$ cat config.mk
export PLATFORM = sky130hd
export DESIGN_NAME = lsu_ma
export DESIGN_NICKNAME = d
export VERILOG_FILES = /design/src/rtl/lsu_ma_pkg.sv /design/src/rtl/lsu_align.sv /design/src/rtl/lsu_ma.sv
export SDC_FILE = /design/constraint.sdc
export NUM_CORES = 1
export LEC_CHECK = 0
export BUFFER_PORTS_ARGS = -buffer_cell sky130_fd_sc_hd__buf_2
export CAP_MARGIN = 20
export CORE_ASPECT_RATIO = 1.4
export CORE_MARGIN = 5
export CORE_UTILIZATION = 35
export DETAILED_ROUTE_END_ITERATION = 7
export SLEW_MARGIN = 15
export SYNTH_ARGS = -nofsm -noshare
export SYNTH_HDL_FRONTEND = slang
export SYNTH_SLANG_ARGS = --single-unit
$ cat constraint.sdc
create_clock -name clk -period 2.5 [get_ports clk]
set_input_delay 0.5 -clock clk [delete_from_list [all_inputs] [get_ports clk]]
set_output_delay 0.5 -clock clk [all_outputs]
set_load 0.01 [all_outputs]
$ cat src/rtl/lsu_ma_pkg.sv
// Shared definitions for the load/store unit memory-access stage:
// RV32I width codes, FSM encoding, default RAM address width.
package lsu_ma_pkg;

    localparam int DRWIDTH_DEF = 11;

    localparam logic [2:0] F3_B  = 3'b000;
    localparam logic [2:0] F3_H  = 3'b001;
    localparam logic [2:0] F3_W  = 3'b010;
    localparam logic [2:0] F3_BU = 3'b100;
    localparam logic [2:0] F3_HU = 3'b101;

    typedef enum logic [1:0] {
        S_IDLE = 2'd0,
        S_RD   = 2'd1,
        S_HOLD = 2'd2
    } state_e;

    // Unsupported width codes count as aligned; they are filtered elsewhere.
    function automatic logic is_aligned(input logic [2:0] f3, input logic [1:0] off);
        case (f3)
            F3_H, F3_HU: return ~off[0];
            F3_W:        return (off == 2'b00);
            default:     return 1'b1;
        endcase
    endfunction

endpackage

$ cat src/rtl/lsu_align.sv
// Load data alignment: picks the byte/halfword at the byte offset inside
// the fetched word and sign- or zero-extends it to 32 bits.
module lsu_align
    import lsu_ma_pkg::*;
(
    input  logic [31:0] rdata,
    input  logic [2:0]  funct3,
    input  logic [1:0]  offset,
    output logic [31:0] result
);

    logic [7:0]  byte_sel;
    logic [15:0] half_sel;

    always_comb begin
        byte_sel = rdata[{offset, 3'b000} +: 8];
        half_sel = offset[1] ? rdata[31:16] : rdata[15:0];
        case (funct3)
            F3_B:    result = {{24{byte_sel[7]}}, byte_sel};
            F3_BU:   result = {24'h000000, byte_sel};
            F3_H:    result = {{16{half_sel[15]}}, half_sel};
            F3_HU:   result = {16'h0000, half_sel};
            F3_W:    result = rdata;
            default: result = 32'h0000_0000;
        endcase
    end

endmodule

$ cat src/rtl/lsu_ma.sv
// Memory-access stage: drives a synchronous data RAM for loads/stores,
// returns aligned load data with a one-entry hold buffer for backpressure.
module lsu_ma
    import lsu_ma_pkg::*;
#(
    parameter int DRWIDTH = DRWIDTH_DEF
) (
    input  logic               clk,
    input  logic               rst,
    input  logic               req_valid,
    output logic               req_ready,
    input  logic               req_load,
    input  logic               req_store,
    input  logic [2:0]         req_funct3,
    input  logic [31:0]        req_addr,
    input  logic [31:0]        req_wdata,
    input  logic [4:0]         req_rd,
    output logic [DRWIDTH-1:0] ram_radr,
    output logic [DRWIDTH-1:0] ram_wadr,
    output logic [31:0]        ram_wdata,
    output logic [3:0]         ram_wen,
    input  logic [31:0]        ram_rdata,
    output logic               rsp_valid,
    input  logic               rsp_ready,
    output logic [31:0]        rsp_data,
    output logic [4:0]         rsp_rd,
    output logic               misalign_exc,
    output logic [31:0]        misalign_addr
);

    state_e      state_q, state_d;
    logic [2:0]  f3_q, f3_d;
    logic [1:0]  off_q, off_d;
    logic [4:0]  rd_q, rd_d;
    logic [31:0] hold_data_q, hold_data_d;
    logic [4:0]  hold_rd_q, hold_rd_d;
    logic        misalign_exc_q, misalign_exc_d;
    logic [31:0] misalign_addr_q, misalign_addr_d;

    logic        accept, is_load, is_store, aligned;
    logic        load_acc, store_ok, misaligned;
    logic [31:0] align_data;

    // One aligner serves both the live response and the hold capture.
    lsu_align u_align (
        .rdata  (ram_rdata),
        .funct3 (f3_q),
        .offset (off_q),
        .result (align_data)
    );

    always_comb begin
        accept     = req_valid & req_ready;
        is_store   = req_store;
        is_load    = req_load & ~req_store;
        aligned    = is_aligned(req_funct3, req_addr[1:0]);
        load_acc   = accept & is_load & aligned;
        store_ok   = accept & is_store & aligned &
                     ((req_funct3 == F3_B) | (req_funct3 == F3_H) | (req_funct3 == F3_W));
        misaligned = accept & (is_load | is_store) & ~aligned;
    end

    assign ram_radr = req_addr[DRWIDTH+1:2];
    assign ram_wadr = req_addr[DRWIDTH+1:2];

    always_comb begin
        case (req_funct3)
            F3_B:    ram_wdata = {4{req_wdata[7:0]}};
            F3_H:    ram_wdata = {2{req_wdata[15:0]}};
            default: ram_wdata = req_wdata;
        endcase
        ram_wen = 4'b0000;
        if (store_ok) begin
            case (req_funct3)
                F3_B:    ram_wen = 4'b0001 << req_addr[1:0];
                F3_H:    ram_wen = 4'b0011 << req_addr[1:0];
                default: ram_wen = 4'b1111;
            endcase
        end
    end

    always_ff @(posedge clk) begin
        if (rst) begin
            state_q         <= S_IDLE;
            f3_q            <= 3'b000;
            off_q           <= 2'b00;
            rd_q            <= 5'd0;
            hold_data_q     <= 32'h0000_0000;
            hold_rd_q       <= 5'd0;
            misalign_exc_q  <= 1'b0;
            misalign_addr_q <= 32'h0000_0000;
        end else begin
            state_q         <= state_d;
            f3_q            <= f3_d;
            off_q           <= off_d;
            rd_q            <= rd_d;
            hold_data_q     <= hold_data_d;
            hold_rd_q       <= hold_rd_d;
            misalign_exc_q  <= misalign_exc_d;
            misalign_addr_q <= misalign_addr_d;
        end
    end

    always_comb begin
        state_d = state_q;
        case (state_q)
            S_IDLE:  if (load_acc) state_d = S_RD;
            S_RD: begin
                if (!rsp_ready)     state_d = S_HOLD;
                else if (!load_acc) state_d = S_IDLE;
            end
            S_HOLD:  if (rsp_ready) state_d = S_IDLE;
            default: state_d = S_IDLE;
        endcase
    end

    always_comb begin
        f3_d            = load_acc ? req_funct3 : f3_q;
        off_d           = load_acc ? req_addr[1:0] : off_q;
        rd_d            = load_acc ? req_rd : rd_q;
        hold_data_d     = hold_data_q;
        hold_rd_d       = hold_rd_q;
        if ((state_q == S_RD) && !rsp_ready) begin
            hold_data_d = align_data;
            hold_rd_d   = rd_q;
        end
        misalign_exc_d  = misaligned;
        misalign_addr_d = misaligned ? req_addr : misalign_addr_q;
    end

    // Outputs are gated by rst so nothing stale leaks during the reset cycle.
    always_comb begin
        req_ready = 1'b0;
        rsp_valid = 1'b0;
        rsp_data  = 32'h0000_0000;
        rsp_rd    = 5'd0;
        if (!rst) begin
            case (state_q)
                S_IDLE: req_ready = 1'b1;
                S_RD: begin
                    req_ready = rsp_ready;
                    rsp_valid = 1'b1;
                    rsp_data  = align_data;
                    rsp_rd    = rd_q;
                end
                S_HOLD: begin
                    rsp_valid = 1'b1;
                    rsp_data  = hold_data_q;
                    rsp_rd    = hold_rd_q;
                end
                default: req_ready = 1'b0;
            endcase
        end
    end

    assign misalign_exc  = misalign_exc_q & ~rst;
    assign misalign_addr = rst ? 32'h0000_0000 : misalign_addr_q;

endmodule
[Yosys cells after proc, flatten, opt, wreduce, memory -nomap -nowiden]
Index checks and enable logic that the tools add are counted.
Word-level totals
  register bits: 82
  latch bits: 0
  memory bits (writable): 0
  memory bits (read-only): 0
  memories kept: 0
Operators by class
  add/sub/neg operators: 0
  multiply operators: 0
  div/mod/pow operators: 0
  magnitude comparators: 0
  equality and inequality tests: 12
  shift operators: 3
  muxes and demuxes: 20
  bitwise operators: 17
  reduce and logical (&&, ||, !) cells: 9
Operator list (count)
  $pmux 32 s5: 1
  $pmux 32 s2: 2
  $mux 32: 2
  $shiftx 32x6->8: 1
  $mux 16: 1
  $and 1x1->1: 10
  $pmux 5 s2: 1
  $eq 3x3->1 const B: 3
  $mux 2: 4
  $pmux 4 s2: 1
  $eq 3x1->1 const B: 2
  $eq 3x2->1 const B: 2
  $logic_not 3->1: 2
  $pmux 2 s3: 1
  $mux 5: 1
  $logic_not 2->1: 2
  $mux 4: 1
  $ne 2x2->1 const B: 2
  $not 1->1: 4
  $pmux 1 s2: 2
  $reduce_or 2->1: 2
  $shl 1x2->4 const A: 1
  $shl 2x2->4 const A: 1
  $mux 1: 3
  other kinds (7): 9

[Longest topological paths before layout]
  word-level depth: 9
  depth in mapped cells: 9

[Hierarchy]
Synthesis repeated with hierarchy kept, for this count alone.
Unflattened totals
  cell total of the unflattened synthesis: 610
  area total of the unflattened synthesis: 5026.1 um^2
By module, submodules not included
  lsu_ma: times used 1, cells an instance 501, area each 4214.0 um^2
  lsu_align: times used 1, cells an instance 109, area each 812.0 um^2

[Worst setup path before layout]
Ideal clock, no wire load.
  path type: flip-flop to output port
  start: reg state_q[0]
  end: out rsp_data[21]
  arrival time: 1.957 ns
  slack: 0.043 ns
  cell stages (with the launch flop): 9
  cells stage by stage: dfxtp_1 > inv_1 > ha_1 > nand2_1 > inv_1 > nand2_1 > nor2_1 > clkbuf_1 > a221o_1
On the way
  longest elaborated chain between the ends: 3
RTL lines
  from (decl): RTL line lsu_ma.sv:31  | state_e state_q, state_d;
  from (signal assigned): RTL line lsu_ma.sv:93  | state_q <= state_d;
  $eq 2x2->1 / $eq 2x1->1 (equally long branches): RTL line lsu_ma.sv:138  | case (state_q)
  $pmux 32 s2 *: RTL line lsu_ma.sv:138
  $mux 32 *: RTL line lsu_ma.sv:137  | if (!rst) begin
  to (decl): RTL line lsu_ma.sv:25  | output logic [31:0] rsp_data,
Every way passes the cells marked *; elsewhere a longest branch is shown, timed or not.

[Final worst setup path]
  start: reg off_q[0]
  end: out rsp_data[16]
On the way
  longest elaborated chain between the ends: 4
RTL lines
  from (decl): RTL line lsu_ma.sv:33  | logic [1:0] off_q, off_d;
  from (signal assigned): RTL line lsu_ma.sv:86  | off_q <= 2'b00;
  from (signal assigned): RTL line lsu_ma.sv:95  | off_q <= off_d;
  $shiftx 32x6->8: RTL line lsu_align.sv:16  | byte_sel = rdata[{offset, 3'b000} +: 8];
  $pmux 32 s5: RTL line lsu_align.sv:18  | case (funct3)
  $pmux 32 s2: RTL line lsu_ma.sv:138
  $mux 32: RTL line lsu_ma.sv:137
No other way between the ends.

==> summary.md <==
| Metric | Value |
|---|---|
| Die X | `109 µm` |
| Final setup viols | `26` |
| Critical path arrival | `2.11 ns` |
| Maximum vdd drop | `0.271 mV` |
| Layout cells sized above 1 | `54.6%` |
| Failing checks | `negative setup slack` |
| RePlAce Congestion | `0.886` |
| Syn avg cell area | `8.76 µm²` |
| IO Pins | `240` |
| Htree depth | `3` |
| Initial Util | `35.7%` |
| Worst path buffer plus inverter count | `2` |
| CP Cell Sequence | `mux4_2, nand2b_1, a211o_1, nor2_4, buf_6, a221o_1, buf_2` |
| Static leakage | `0.00335 µW` |
| Slew Viols, Final | `0` |
| Buffers added on ports | `239` |
| WP depth | `7` |
| Layout area overhead | `45.2%` |
| Unrepaired setup endpoints after global routing | `true` |
| Reg area | `1650 µm²` |
| Clk sink count | `82` |
| Crit path required time | `2.00 ns` |
| Initial DRC count | `182` |
| First drt pass iteration count | `4` |
| CP max FO | `6` |
| Final WS setup | `-0.110 ns` |
| Setup crit start kind | `register` |
| Synth Instances | `549` |
| Final Total Pwr | `3820 µW` |
| Switch share | `29.7%` |
| Clock latency on the worst-skew pair | `0.34 ns` |
| Comb power frac | `25.3%` |
| ANT nets after route | `0` |
| Worst slew margin | `44.5%` |
| Grt total ovfl | `0` |
| Synth async-reset ratio | `0%` |
| Final Hold Vio Count | `0` |
| Placement Rows | `50` |
| Final Cycle Share | `104%` |
| Total detailed-routing wirelength | `17,000 µm` |
| Synthesized flop and latch total | `82` |
| Finished Core Util | `51.9%` |
| Register area share after synthesis | `34.1%` |
| Setup Skew | `0.00564 ns` |
| Status | `finished with violations` |
| Count of max-cap constraint violations | `0` |
| Die Ht | `149 µm` |
| First-pass GRT wire length | `25,700 µm` |
| Reg clk slew, reported paths | `0.07 ns` |
| Clk pwr share | `36.3%` |
| GRT Util Overall | `20.0%` |
| Register-to-Register Path Depth | `9` |
| Fin Hold WS | `0.376 ns` |
| Delay-heaviest family, CP | `multiplexers` |
| DR vias | `5,045` |
| Nets@finish | `903` |
| DRC viols | `0` |
| Hold crit path type | `in -> reg` |
| Max Clock Freq | `0.383 GHz` |
| Hold Crit Depth | `2` |
| Die ar. | `16,200 µm²` |
| Pwr Density | `547 nW/µm²` |
| CTS buffer count | `9` |
| Vias/cell | `5.17` |
| Pin count of the biggest net entering global routing | `70` |
| Core area | `13,500 µm²` |
| Avg WL per Cell | `17.4 µm` |
| Initial antenna violation count | `0` |
| Vias in the first global route | `5,094` |
| Synthesized Nets | `664` |
| Crit. End Element | `output pin` |
| Root Driver | `clkbuf_16` |
| FILL cells | `1,301` |
| Yosys warning count | `0` |
| Post-layout minimum cycle time | `2.61 ns` |
| Area of the multi-input gates | `2990 µm²` |
| Critical-path top delay cell | `mux4_2` |
| CTS tree | `yes` |
| Net Sw Power | `1130 µW` |
| Crit path kind | `reg -> out` |
| Worst-Margin Slew | `0.826 ns` |
| Reg power frac | `38.4%` |
| Mapped Area | `4810 µm²` |
| Clock Path Buffers | `2` |
| Number of synthesized flops with an enable pin | `0` |
| Unique cell type count in the Yosys netlist | `45` |
| Main synth FF type | `dfxtp_1` |
| Worst path max stage delay | `0.53 ns` |
| Internal power | `2690 µW` |
| CTS Hold Bufs | `0` |
| HPWL Detailed | `12,700 µm` |
metrics by stage:
| stage | cells | TNS (ns) | cell area, µm² | setup WS, ns |
|---|---|---|---|---|
| after CTS | 967 | -1.64 | 6790 | -0.0889 |
| after global placement | 936 | -6.01 | 6150 | -0.380 |
| after detailed placement | 936 | -7.29 | 6150 | -0.467 |
| after floorplan | 549 | 0 | 4810 | 0.0426 |
| final | 976 | -1.96 | 6980 | -0.110 |
| after global routing | 975 | -3.57 | 6980 | -0.162 |
kinds of logic (layout without fill, tap and decap cells):
| kind of cell | after synthesis | count (layout) | share of synthesized area [%] |
|---|---|---|---|
| DFF | 82 | 82 | 34.1 |
| adders and majority gates | 5 | 5 | 1.30 |
| buffers and inverters | 78 | 322 | 8.85 |
| other | 0 | 1 | 0 |
| muxes | 78 | 78 | 18.0 |
| AOI/OAI and AO/OA | 134 | 134 | 19.8 |
| and+or+nand+nor | 172 | 172 | 17.9 |
final timing paths:
kind / slack (ns) / from / to
max: -0.11 / off_q[0] / rsp_data[16]
min: 0.38 / req_addr[27] / misalign_addr_q[27]
max reg2reg: 0.26 / state_q[1] / misalign_addr_q[6]
min reg2reg: 0.46 / hold_rd_q[3] / hold_rd_q[3]
cells in the final DEF, fill, tap and decap left out, types with 3 or more instances in the layout:
cell type	Yosys	final
buf_2	4	238
dfxtp_1	82	78
mux2_2	56	56
buf_4	34	47
nor2b_1	44	43
nor2_1	52	42
nand2_1	45	36
a21oi_1	39	35
a221o_1	32	32
mux2i_1	20	20
o21ai_0	23	12
buf_6	0	10
nor2_2	1	9
clkbuf_16	0	9
a211oi_1	8	7
a21o_1	7	7
o21ai_2	0	7
nand3_1	7	7
a32oi_1	7	6
and3b_1	6	6
nand2_4	0	5
a22oi_1	6	5
nand2_2	0	4
a21oi_2	0	4
o21ai_1	0	4
ha_4	0	4
dfxtp_2	0	4
inv_1	6	3
nand2b_1	4	3
inv_6	0	3
buf_16	0	3
layout make-up:
class,instances,area share [%]
timing repair buffer,300,25.5
clock inverter,6,1.02
sequential,82,23.6
tap,182,3.26
antenna,1,0.0359
clock buffer,10,3.42
multi-input combinational,389,42.8
inverter,6,0.359
power groups by stage:
stage          logic, µW  registers [µW]  clock network [µW]
3_5_place_dp         809            1480                   0
5_1_grt             1040            1480                1480
4_1_cts              917            1460                1430
6_report             965            1470                1390
3_3_place_gp         788            1480                   0
2_1_floorplan        484            1470                   0
synth_stat cells (7+ instances only):
cell type  count  share of area, %
a211oi_1       8               1.2
a21o_1         7               1.1
mux2i_1       20               4.2
nand3_1        7              0.73
o21ai_0       23               2.4
dfxtp_1       82                34
a221o_1       32               6.7
buf_4         34               5.3
a32oi_1        7               1.3
nand2_1       45               3.5
nor2_1        52               4.1
nor2b_1       44               5.7
a21oi_1       39               4.1
mux2_2        56                13
clkbuf_1      31               2.4
flip-flops by register name, indices dropped and copies added (netlist names):
signal and cells:
f3_q 3, hold_data_q 32, hold_rd_q 5, misalign_addr_q 32
misalign_exc_q 1, off_q 2, rd_q 5, state_q 2
layer usage:
metal	vias to the layer above	share of wire (%)	global-route usage, %
met1	2392	38	22.3
met3	28	7.5	5.08
met4	0	3.0	8.46
met2	204	51	35.5
met5	-	0	0
li1	2421	-	-
timing repair:
| action | 4_1_cts | 5_1_grt |
|---|---|---|
| setup buffers | 12 | 5 |
| gates resized for setup | 52 | 40 |
| setup endpoints to repair | 36 | 36 |
| gates cloned | 3 | 2 |
| pin swaps | 7 | 14 |
| endpoints found under the hold margin | 0 | 0 |
No activity file was read; power rests on OpenSTA's default activity.
